[src/rtl/dpram_burst_reader.sv]
// Burst read engine for a 16x8 dual-port RAM with a 1-cycle registered read, credit-limited 4-entry output buffer.
// Optional: define DPRAM_RD_WRAP_EN to let bursts wrap past the top address instead of truncating.
module dpram_burst_reader #(
  parameter int ADDR_W = 4,
  parameter int DATA_W = 8
) (
  input  logic              clk,
  input  logic              rst_n,
  input  logic              req_valid,
  output logic              req_ready,
  input  logic [ADDR_W-1:0] req_addr,
  input  logic [ADDR_W-1:0] req_len,
  output logic [ADDR_W-1:0] ram_addr,
  input  logic [DATA_W-1:0] ram_dout,
  output logic              m_valid,
  input  logic              m_ready,
  output logic [DATA_W-1:0] m_data,
  output logic              m_last,
  output logic              busy
);
  localparam int DEPTH = 4;
  localparam int PW    = 2;

  typedef enum logic [1:0] {IDLE, ISSUE, DRAIN} state_t;

  state_t                       state_q;
  logic                         busy_q;
  logic [ADDR_W-1:0]            ram_addr_q;
  logic [ADDR_W:0]              rem_q, req_beats;
  logic [1:0]                   vld_pipe_q, last_pipe_q;
  logic [DEPTH-1:0][DATA_W-1:0] data_q;
  logic [DEPTH-1:0]             lastb_q;
  logic [PW-1:0]                wr_q, rd_q;
  logic [PW:0]                  occ_q, pend;
  logic                         accept, credit_ok, issue_nxt, issue_now, issue_last, pop;

`ifdef DPRAM_RD_WRAP_EN
  assign req_beats = {1'b0, req_len} + (ADDR_W+1)'(1);
`else
  logic [ADDR_W-1:0] room;
  assign room      = ~req_addr;
  assign req_beats = {1'b0, (req_len > room) ? room : req_len} + (ADDR_W+1)'(1);
`endif

  // vld_pipe_q[0]: read on ram_addr this cycle; [1]: its data is on ram_dout this cycle
  assign pend       = occ_q + {{PW{1'b0}}, vld_pipe_q[0]} + {{PW{1'b0}}, vld_pipe_q[1]};
  assign credit_ok  = pend < (PW+1)'(DEPTH);
  assign accept     = req_valid && req_ready;
  assign issue_nxt  = (state_q == ISSUE) && (rem_q != '0) && credit_ok;
  assign issue_now  = accept || issue_nxt;
  assign issue_last = accept ? (req_beats == (ADDR_W+1)'(1)) : (rem_q == (ADDR_W+1)'(1));
  assign pop        = m_valid && m_ready;

  assign req_ready = rst_n && (state_q == IDLE);
  assign m_valid   = (occ_q != '0);
  assign m_data    = data_q[rd_q];
  assign m_last    = m_valid && lastb_q[rd_q];
  assign ram_addr  = ram_addr_q;
  assign busy      = busy_q;

  always_ff @(posedge clk or negedge rst_n) begin
    if (!rst_n) begin
      state_q     <= IDLE;
      busy_q      <= 1'b0;
      ram_addr_q  <= '0;
      rem_q       <= '0;
      vld_pipe_q  <= '0;
      last_pipe_q <= '0;
      data_q      <= '0;
      lastb_q     <= '0;
      wr_q        <= '0;
      rd_q        <= '0;
      occ_q       <= '0;
    end else begin
      vld_pipe_q  <= {vld_pipe_q[0], issue_now};
      last_pipe_q <= {last_pipe_q[0], issue_now && issue_last};

      if (accept) begin
        ram_addr_q <= req_addr;
        rem_q      <= req_beats - (ADDR_W+1)'(1);
      end else if (issue_nxt) begin
        ram_addr_q <= ram_addr_q + ADDR_W'(1);
        rem_q      <= rem_q - (ADDR_W+1)'(1);
      end

      if (vld_pipe_q[1]) begin
        data_q[wr_q]  <= ram_dout;
        lastb_q[wr_q] <= last_pipe_q[1];
        wr_q          <= wr_q + PW'(1);
      end
      if (pop) rd_q <= rd_q + PW'(1);
      occ_q <= occ_q + {{PW{1'b0}}, vld_pipe_q[1]} - {{PW{1'b0}}, pop};

      case (state_q)
        IDLE: if (accept) begin
          state_q <= ISSUE;
          busy_q  <= 1'b1;
        end
        ISSUE: if (vld_pipe_q[0] && last_pipe_q[0]) state_q <= DRAIN;
        DRAIN: if (pop && m_last) begin
          state_q <= IDLE;
          busy_q  <= 1'b0;
        end
        default: state_q <= IDLE;
      endcase
    end
  end
endmodule

[config.mk]
export PLATFORM = sky130hd
export DESIGN_NAME = dpram_burst_reader
export DESIGN_NICKNAME = d
export VERILOG_FILES = /design/src/rtl/dpram_burst_reader.sv
export SDC_FILE = /design/constraint.sdc
export NUM_CORES = 1
export LEC_CHECK = 0
export BUFFER_PORTS_ARGS = -buffer_cell sky130_fd_sc_hd__buf_2
export CAP_MARGIN = 20
export CORE_MARGIN = 2
export CORE_UTILIZATION = 30
export DETAILED_ROUTE_END_ITERATION = 8
export SLEW_MARGIN = 20
export SYNTH_ARGS = -nofsm -noshare
export SYNTH_HDL_FRONTEND = slang
export SYNTH_SLANG_ARGS = --single-unit
[constraint.sdc]
create_clock -name clk -period 6.6 [get_ports clk]
set_input_delay 0.99 -clock clk [delete_from_list [all_inputs] [get_ports clk]]
set_output_delay 0.99 -clock clk [all_outputs]
set_load 0.005 [all_outputs]
Word-level counts from Yosys, hierarchy flattened --
Index checks and enable logic that the tools add are counted.
Storage, ports and cells: latch bits 0, output and inout bits 16, memory bits (read-only) 0, bits in writable memories 0, input bits 20, register bits 59, memories 0, word-level logic and storage cells 78
Cells by class: shifts and indexed selects 0, muxes and demuxes 23, bitwise gates (word level) 1, order comparisons 5, add/subtract/negate cells 10, reductions and logical operators 18, multiply operators 0, div/mod/pow operators 0, equality and inequality tests 7
Operators by type and width (number):
- $bwmux W32 | 1
- $bmux W8 S2 | 1
- $demux W8 S2 | 1
- $mux W8 | 2
- $mux W4 | 3
- $eq A5 B1 Y1 const B | 2
- $logic_and A1 B1 Y1 | 10
- $mux W5 | 2
- $sub A5 B1 Y5 const B | 2
- $add A3 B1 Y3 | 3
- $lt A2 B3 Y1 const B | 2
- $mux W2 | 3
- $pmux W2 S3 | 1
- $reduce_and A3 Y1 | 2
- $add A4 B1 Y5 const B | 1
- $mux W1 | 5
- $reduce_bool A5 Y1 | 1
- $add A2 B1 Y2 const B | 2
- $add A4 B1 Y4 const B | 1
- $bwmux W4 | 1
- $gt A4 B4 Y1 | 1
- $ne A2 B2 Y1 const B | 2
- $not A4 Y4 | 1
- $reduce_bool A2 Y1 | 2
- 12 further kinds | 12

Longest topological paths before layout --
Gate-level depths: netlist of the first run.
word-level depth 7, depth in mapped cells 10, gate-level depth less buffers 9

Least setup slack after synthesis of the first run --
OpenSTA, ideal clock, no wires.
path kind reg2reg, from register occ_q[1], to register occ_q[2], required time 6.471 ns, path buffers 1, library setup time 0.129 ns, stages on the path, launching flop included 11, setup slack 4.131 ns, data arrival time 2.340 ns, clock period less this slack 2.469 ns, path through dfrtp_1 or3_2 and2_1 clkbuf_1 ha_1 inv_1 ha_1 inv_1 fa_1 xnor2_1 xnor2_1
Between the ends: cells in the longest elaborated chain, start to end 3, elaborated cells on any way between the ends 4, classes of those cells add/sub (2); reduce/logical (2)
RTL lines:
- start: declaration | RTL line 34 | logic [PW:0] occ_q, pend;
- start signal: assignment | RTL line 92 | occ_q <= occ_q + {{PW{1'b0}}, vld_pipe_q[1]} - {{PW{1'b0}}, pop};
- $reduce_bool A3 Y1 | RTL line 55 | assign m_valid = (occ_q != '0);
- via m_valid | RTL line 15 | output logic m_valid,
- $logic_and A1 B1 Y1 | RTL line 52 | assign pop = m_valid && m_ready;
- via pop | RTL line 35 | logic accept, credit_ok, issue_nxt, issue_now, issue_last, pop;
- $sub A3 B1 Y3 | RTL line 92
The timed path passes the listed nets, and every way through them passes these cells. A chain may end at the register's enable or synchronous reset.

Final worst setup path of the first run --
from register rd_q[0], to output m_last
Between the ends: cells in the longest elaborated chain, start to end 3
RTL lines:
- start: declaration | RTL line 33 | logic [PW-1:0] wr_q, rd_q;
- start signal: assignment | RTL line 91 | if (pop) rd_q <= rd_q + PW'(1);
- $bmux W1 S2 | RTL line 57 | assign m_last = m_valid && lastb_q[rd_q];
- $mux W1 (implied by the code) | RTL line 57
- $logic_and A1 B1 Y1 | RTL line 57
- end: declaration | RTL line 18 | output logic m_last,
No other way between the ends. The select of a mux whose other input is x is not followed.

==> results of run 1 <==
final timing paths:
kind                                       endpoint  depth (start not counted)  slack [ps]               startpoint
setup / recovery                             m_last                          3        3600      rd_q[0]$_DFFE_PN0P_
hold / removal              vld_pipe_q[1]$_DFF_PN0_                          0         410  vld_pipe_q[0]$_DFF_PN0_
setup reg to reg                 occ_q[2]$_DFF_PN0_                          9        4030       occ_q[1]$_DFF_PN0_
hold reg to reg             vld_pipe_q[1]$_DFF_PN0_                          0         410  vld_pipe_q[0]$_DFF_PN0_
max in group asynchronous  last_pipe_q[0]$_DFF_PN0_                          2        5240                    rst_n
min in group asynchronous     data_q[4]$_DFFE_PN0P_                          2         870                    rst_n
critical path, delay by kind of cell (launching register included):
| kind | cells | cell delay [ps] |
|---|---|---|
| DFF | 1 | 770 |
| buffers and inverters | 1 | 120 |
| muxes | 1 | 610 |
| and+or+nand+nor | 1 | 170 |
cell usage after synthesis, types with 2 or more instances:
library cell,number,area [um^2]
nor4b_4,2,47.55
nand2_1,14,52.55
nor2_1,6,22.52
and2_1,2,12.51
xor2_1,8,70.07
mux4_2,9,202.7
inv_1,14,52.55
a21oi_1,5,25.02
nand3_1,2,10.01
xnor2_1,4,35.03
o21ai_0,9,45.04
nand2b_1,3,18.77
mux2i_1,9,90.09
o211ai_1,2,15.01
dfrtp_1,59,1476
ha_1,15,187.7
nor4_1,2,12.51
nor3b_1,2,15.01
clkbuf_1,4,15.01
mux2_2,36,405.4
layer usage:
metal / part of all wire [%] / vias to the layer above / wire length [um] / track usage [%]
li1: - / 879 / - / -
met1: 48 / 907 / 2615 / 14.81
met2: 46 / 47 / 2500 / 17.63
met3: 5.1 / 10 / 281 / 4.339
met4: 1.2 / 0 / 63 / 2.328
met5: 0 / - / 0 / 0
power by group:
part	switching, mW	internal (mW)
sequential	0.152	0.537
clock	0.136	0.183
combinational	0.277	0.390
final cells by class:
type	count	area share (%)
timing repair buffer	36	5.263
inverter	14	1.514
sequential	59	42.54
clock inverter	5	1.514
clock buffer	11	4.074
multi-input combinational	144	40.30
tap	133	4.795
kinds of logic after synthesis:
| group | synth area share, % |
|---|---|
| fa+ha+maj | 7.046 |
| buf+inv | 2.461 |
| xor+xnor | 3.565 |
| simple gates | 8.659 |
| flops | 50.09 |
| compound gates | 4.499 |
| mux | 23.68 |
per-stage QoR:
step                worst slack, ps  utilization (%)  hold WS [ps]  instance area, um^2  power [mW]
floorplan                      4131                -         354.0                 2948       1.172
global placement               3875            34.00         384.6                 3277       1.349
detailed placement             3886            34.00         391.5                 3277       1.373
CTS                            3528            36.01         405.2                 3471       1.700
global route                   3459            36.01         422.4                 3471       1.813
finish                         3602            36.01         406.4                 3471       1.675
registers in the layout, indices dropped and copies added (netlist names):
name	flops
busy	1
data_q	32
last_pipe_q	2
lastb_q	4
occ_q	3
ram_addr	4
rd_q	2
rem_q	5
state_q	2
vld_pipe_q	2
wr_q	2
==> out/metrics.cfg, run 1 <==
[power]
cellPowerDensity_nw_per_um2=482.5
irDropWorstVdd_v=0.0001946
leakage_nw=1.566

[timing]
report.final.slew_viol_count=0
grt_setup_unrepaired=no
setup_viol=0
max_slew_margin_pct=51.05
finalCriticalPeriod_ps=2998
worstMarginPinSlew_ps=734.2
post-route-period-util_pct=45.42
totalNegativeSetupSlack_ps=0
fin_skew_ps=6.450
hold_viol_final=0
timing.fmax_mhz=333.6

[critical_path]
cp.required_ps=5610
critPathMaxStageDelay_ps=770
cp.arrival_ps=2010
slowest_stage=dfrtp_1
cp-start-kind=flop
path_max_fanout=11
crit_path_end_kind=output pin
critPathKind=flop to output pin
crit_chain=mux4_2 -> and2_1 -> buf_2

[floorplanning]
dieArea_um2=10630
num_io_pins=36
num_rows=36
die-height_um=103.1
start_util_pct=30.58
core_area_um2=9639
die_w_um=103.1

[logic_synthesis]
syn_avg_cell_area_um2=13.28
synth_edf_count=0
syn_inst=222
ys_types=35
ys_seq_elements=59
yosysWarnings=0
ys_seq_area_share_pct=50.08
syn_area_um2=2948
synth_top_flop_cell=dfrtp_1
synthArstFlopShare_pct=100.0
synth_nets=258

[place]
place_congestion=0.7638
place.detailed.hpwl_mm=3.844
io_buffers=35
place_inst=386

[finish]
multi_input_area_um2=1399
diodes=0
fillCellCount=957
area_delta_synth_final_pct=17.74
seq_area_um2=1476
layout_commonest_cell=dfrtp_1
drive_above_1_share_pct=38.29
layout.cells.non_filler=402
final_cell_mix=dfrtp_1, mux2_2, buf_2
layout.nets=300

[min_path]
hold_class=flop to flop

[cts]
cts.htree.levels=3
cts_buffers=9
worstSkewPairLatency_ps=330
post_cts_resized=0
cts-root-buf=clkbuf_8
cts_sinks=59
clk_pin_slew_ps=70
cts_buffer_depth=2
cts_tree=done
cts-hold-fix-buffers=0
postCtsSetupBuffers=0

[routing]
wl_per_cell_um=13.58
post_drt_via_cell_ratio=4.585
vias=1843
wirelength_mm=5.460
drt_iter0_drc=25
drc=0
first_pass_iters=4
ant_nets=0

[outcome]
status=finished, final reports clean

[global_route]
grt.overflow.total=0
grt_usage_pct=11.21
grt_pass1_vias=1906
grt_max_degree=60
grt_first_pass_wirelength_mm=9.066
antenna_found_initial=0

[job]
drv_cap=0

Note: power is estimated with default switching activity, not from simulation.
==> run 2: changes to the inputs <==
==> constraint.sdc (replaced) <==
create_clock -name clk -period 2.8 [get_ports clk]
set_input_delay 0.42 -clock clk [delete_from_list [all_inputs] [get_ports clk]]
set_output_delay 0.42 -clock clk [all_outputs]
set_load 0.005 [all_outputs]
==> run 2 against run 1 <==
- hold slack got worse by 130 ps
- global-route usage is 0.28 points higher
- register-to-register slack worse by 3700 ps
- clock skew up 1.0 ps
- setup slack worse by 3300 ps
- largest cell class unchanged
- first-iteration DRC count up 8.0%
- via count is essentially flat
- sequential power grew 130%
- final cell count increased by 0.50%
==> out/metrics.cfg, run 2 (synthesized netlist as in run 1, its figures left out) <==
[critical_path]
cp.arrival_ps=2680
critPathKind=flop to flop
cp-start-kind=flop
crit_path_end_kind=flop
path_max_fanout=5
cp.required_ps=3020

[floorplanning]
num_rows=36
die_w_um=103.1
num_io_pins=36
dieArea_um2=10630
core_area_um2=9639
die-height_um=103.1
start_util_pct=30.58

[place]
io_buffers=35
place_congestion=0.7993
place.detailed.hpwl_mm=3.905

[timing]
hold_viol_final=0
report.final.slew_viol_count=0
worstMarginPinSlew_ps=762.5
setup_viol=0
finalCriticalPeriod_ps=2464
totalNegativeSetupSlack_ps=0
max_slew_margin_pct=49.16
grt_setup_unrepaired=no
fin_skew_ps=7.490
timing.fmax_mhz=405.8
post-route-period-util_pct=88.00

[power]
cellPowerDensity_nw_per_um2=1158
irDropWorstVdd_v=0.0005546
leakage_nw=1.585
p_total_mw=4.075

[cts]
cts_buffer_depth=2
cts_buffers=9
post_cts_resized=0
cts_sinks=59
clk_pin_slew_ps=70
worstSkewPairLatency_ps=330
cts-root-buf=clkbuf_8
postCtsSetupBuffers=0
cts-hold-fix-buffers=0
cts_tree=done
cts.htree.levels=3

[finish]
fillCellCount=962
diodes=0
multi_input_area_um2=1399
largest_register_ffs=32
reg_top3=data_q x32, rem_q x5
area_delta_synth_final_pct=19.35
layout_commonest_cell=dfrtp_1
layout.nets=302
top_register=data_q
drive_above_1_share_pct=39.11
final_cell_mix=dfrtp_1, mux2_2, buf_2
seq_area_um2=1476

[global_route]
grt_usage_pct=11.49
antenna_found_initial=0
grt_pass1_vias=1908
grt_first_pass_wirelength_mm=9.183
grt_max_degree=60
grt.overflow.total=0

[min_path]
hold_class=primary input to flop

[routing]
ant_nets=0
vias=1842
wirelength_mm=5.574
first_pass_iters=4
drt_iter0_drc=27
drc=0
wl_per_cell_um=13.80
post_drt_via_cell_ratio=4.559

[outcome]
status=finished, final reports clean

[job]
drv_cap=0

run 2: per-stage QoR:
step                utilization [%]  instances  area (um^2)  hold slack [ps]  worst slack (ps)
finish                        36.50        404         3518            273.4             336.0
global route                  36.50        404         3518            268.2             217.2
CTS                           36.50        404         3518            256.8             334.6
detailed placement            34.15        388         3292            383.3             344.5
global placement              34.15        388         3292            370.7             415.6
floorplan                         -        222         2948            124.4             330.6
run 2: report_power, final:
part	internal (mW)	leakage (nW)	switching, mW
clock network	0.525	0.108	0.340
registers	1.27	0.702	0.318
logic	0.939	0.775	0.687
total	2.73	1.59	1.34
run 2: path summary, 6_finish.rpt:
| kind | start | slack (ps) | depth (start not counted) | end |
|---|---|---|---|---|
| setup / recovery | occ_q[2]$_DFF_PN0_ | 340 | 9 | occ_q[2]$_DFF_PN0_ |
| hold / removal | req_valid | 270 | 2 | rem_q[4]$_DFFE_PN0P_ |
| setup reg to reg | occ_q[2]$_DFF_PN0_ | 340 | 9 | occ_q[2]$_DFF_PN0_ |
| hold reg to reg | last_pipe_q[0]$_DFF_PN0_ | 390 | 0 | last_pipe_q[1]$_DFF_PN0_ |
| max in group asynchronous | rst_n | 1970 | 2 | ram_addr[1]$_DFFE_PN0P_ |
| min in group asynchronous | rst_n | 320 | 2 | data_q[4]$_DFFE_PN0P_ |
run 2: layout make-up:
cell class                      instances  area share (%)
Tap cell                              133           4.730
Multi-Input combinational cell        144           39.76
Clock buffer                           10           3.912
Inverter                               14           1.494
Sequential cell                        59           41.96
Clock inverter                          6           2.525
Timing Repair Buffer                   38           5.619
run 2: per-layer routing:
layer  track usage [%]  wire length [um]  vias up
li1                  -                 -      876
met5                 0                 0        -
met2             19.28              2646       47
met1             13.94              2581      913
met3             4.746               291        6
met4             2.429                54        0
run 2: worst max-delay path: stages, from the launching register on:
cell and delay [ps]:
dfrtp_1 480, or3_2 460, and2_1 220, ha_1 280, inv_1 70, ha_1 150
inv_1 50, fa_1 370, xnor2_1 140, xnor2_1 130
==> run 3: changes to the inputs <==
--- a/config.mk
+++ b/config.mk
@@ -5,12 +5,13 @@
 export SDC_FILE = /design/constraint.sdc
 export NUM_CORES = 1
 export LEC_CHECK = 0
+export ABC_AREA = 1
 export BUFFER_PORTS_ARGS = -buffer_cell sky130_fd_sc_hd__buf_2
 export CAP_MARGIN = 20
 export CORE_MARGIN = 2
 export CORE_UTILIZATION = 30
 export DETAILED_ROUTE_END_ITERATION = 8
-export SLEW_MARGIN = 20
+export SKIP_LAST_GASP = 1
 export SYNTH_ARGS = -nofsm -noshare
 export SYNTH_HDL_FRONTEND = slang
 export SYNTH_SLANG_ARGS = --single-unit
==> run 3 against run 2 <==
- combinational power rose by 3%
- wire length rose by 15%
- power rose by 2.3%
- final cell count rose by 30%
- setup slack improved by 320 ps
- clock-buffer cell count rose by 1
- critical path type is now flop to output pin
- critical endpoint is now m_last
==> out/metrics.cfg, run 3 <==
[outcome]
status=finished, final reports clean

[logic_synthesis]
synth_top_area_cell=dfrtp_1
yosysTopAreaCellShare_pct=49.54
synth_top_family_by_area=simple AND/OR/NAND/NOR gates
yosys.area_share.simple_pct=20.49
synth_fa_ha_area_share_pct=6.969
syn_inst=350
synth_top_flop_cell=dfrtp_1
yosysWarnings=0
synthMuxAreaShare_pct=0
ys_seq_elements=59
synth-compound-area-share_pct=14.32
synth_edf_count=0
syn_avg_cell_area_um2=8.515
ys_seq_area_share_pct=49.54
ys_types=32
yosysMostFrequentCell=nand2_1
syn_area_um2=2980
synth_xor_area_share_pct=2.057
synth_nets=386
synthTopCellsByCount=nand2_1, o21ai_0, dfrtp_1, inv_1, nor2_1
ys_top_cells_by_area=dfrtp_1, o21ai_0, nand2_1, ha_1, inv_1
synthArstFlopShare_pct=100.0

[floorplanning]
core_area_um2=9729
num_io_pins=36
die_w_um=103.7
dieArea_um2=10750
start_util_pct=30.63
die-height_um=103.7
num_rows=36

[cts]
postCtsSetupBuffers=0
cts-hold-fix-buffers=0
cts_sinks=59
cts-root-buf=clkbuf_8
clk_pin_slew_ps=70
cts_buffer_depth=2
cts.htree.levels=3
post_cts_resized=0
cts_tree=done
worstSkewPairLatency_ps=340
cts_buffers=9

[power]
cellPowerDensity_nw_per_um2=1183
p_total_mw=4.169
leakage_nw=1.791
irDropWorstVdd_v=0.0003974

[finish]
fillCellCount=1043
layout.nets=424
reg_top3=data_q x32, rem_q x5
diodes=0
largest_register_ffs=32
top_register=data_q
final_cell_mix=nand2_1, o21ai_0, dfrtp_1
area_delta_synth_final_pct=18.22
layout_commonest_cell=nand2_1
drive_above_1_share_pct=17.05

[timing]
worstMarginPinSlew_ps=748.2
timing.fmax_mhz=465.9
fin_skew_ps=7.928
max_slew_margin_pct=50.12
finalCriticalPeriod_ps=2146
setup_viol=0
post-route-period-util_pct=76.65
hold_viol_final=0
totalNegativeSetupSlack_ps=0
report.final.slew_viol_count=0
grt_setup_unrepaired=no

[routing]
vias=2361
wl_per_cell_um=12.14
post_drt_via_cell_ratio=4.489
ant_nets=0
drc=0
wirelength_mm=6.386
first_pass_iters=4
drt_iter0_drc=119

[global_route]
grt_max_degree=60
grt.overflow.total=0
grt_first_pass_wirelength_mm=11.00
grt_usage_pct=12.77
grt_pass1_vias=2303
antenna_found_initial=0

[job]
drv_cap=0

[critical_path]
cp.required_ps=2380
path_max_fanout=11
critPathKind=flop to output pin
cp-start-kind=flop
crit_path_end_kind=output pin
cp.arrival_ps=1730

[min_path]
hold_class=primary input to asynchronous set/reset pin

[place]
io_buffers=35
place.detailed.hpwl_mm=4.412
place_congestion=0.7663

-- run 3: layout make-up --
type	count	area [um^2]	share of cell area [%]
flip-flops and latches	59	1476	41.90
multi-input cells	243	1306	37.07
repair buffers	37	190.2	5.398
well taps	133	166.4	4.723
inverters	38	142.6	4.048
clock buffers	11	141.4	4.013
clock inverters	5	100.1	2.841
-- run 3: kinds of logic (layout without fill, tap and decap cells) --
| kind of cell | after synthesis | count (layout) |
|---|---|---|
| XOR/XNOR | 7 | 7 |
| AND/OR/NAND/NOR | 142 | 142 |
| adder cells (fa/ha/maj) | 16 | 16 |
| flip-flops | 59 | 59 |
| AO/OA/AOI/OAI | 78 | 78 |
| buffers and inverters | 48 | 91 |
-- run 3: path summary, 6_finish.rpt --
| kind | start | end | slack, ps | depth (start not counted) |
|---|---|---|---|---|
| worst max register to register | occ_q[1]$_DFF_PN0_ | occ_q[2]$_DFF_PN0_ | 770 | 9 |
| min in group clk | req_addr[2] | ram_addr[2]$_DFFE_PN0P_ | 360 | 3 |
| max in group asynchronous | rst_n | ram_addr[3]$_DFFE_PN0P_ | 2000 | 2 |
| worst min register to register | last_pipe_q[0]$_DFF_PN0_ | last_pipe_q[1]$_DFF_PN0_ | 390 | 0 |
| worst min-delay path | rst_n | data_q[26]$_DFFE_PN0P_ | 290 | 2 |
| worst max-delay path | rd_q[1]$_DFFE_PN0P_ | m_last | 650 | 5 |
-- run 3: per-layer routing --
layer	up-vias	wire (um)	global-route usage (%)
li1	1214	-	-
met1	1089	3000	15.66
met2	52	3022	21.14
met3	6	298	4.405
met4	0	65	4.054
met5	-	0	0
-- run 3: power breakdown --
group          switching (mW)  total, mW  leakage [nW]  internal, mW
sequential              0.276       1.54         0.725          1.26
clock                   0.339      0.952         0.123         0.613
combinational            1.01       1.68         0.942         0.674
total                    1.62       4.17          1.79          2.55
-- run 3: stage by stage --
| stage | cell area [um^2] | hold WS, ps | std cells | setup slack [ps] | utilization [%] |
|---|---|---|---|---|---|
| after global placement | 3282 | 368.5 | 510 | 795.2 | 33.73 |
| after floorplan | 2980 | 124.4 | 350 | 898.7 | - |
| after detailed placement | 3282 | 367.5 | 510 | 719.4 | 33.73 |
| final | 3523 | 293.7 | 526 | 653.7 | 36.21 |
| after CTS | 3523 | 317.8 | 526 | 600.4 | 36.21 |
| after global routing | 3523 | 365.6 | 526 | 470.5 | 36.21 |
-- run 3: critical path, stage by stage (launching register included) --
cell and delay, ps:
dfrtp_1 560, inv_1 260, nor2_1 150, o21ai_0 120, a21boi_0 170, buf_2 140
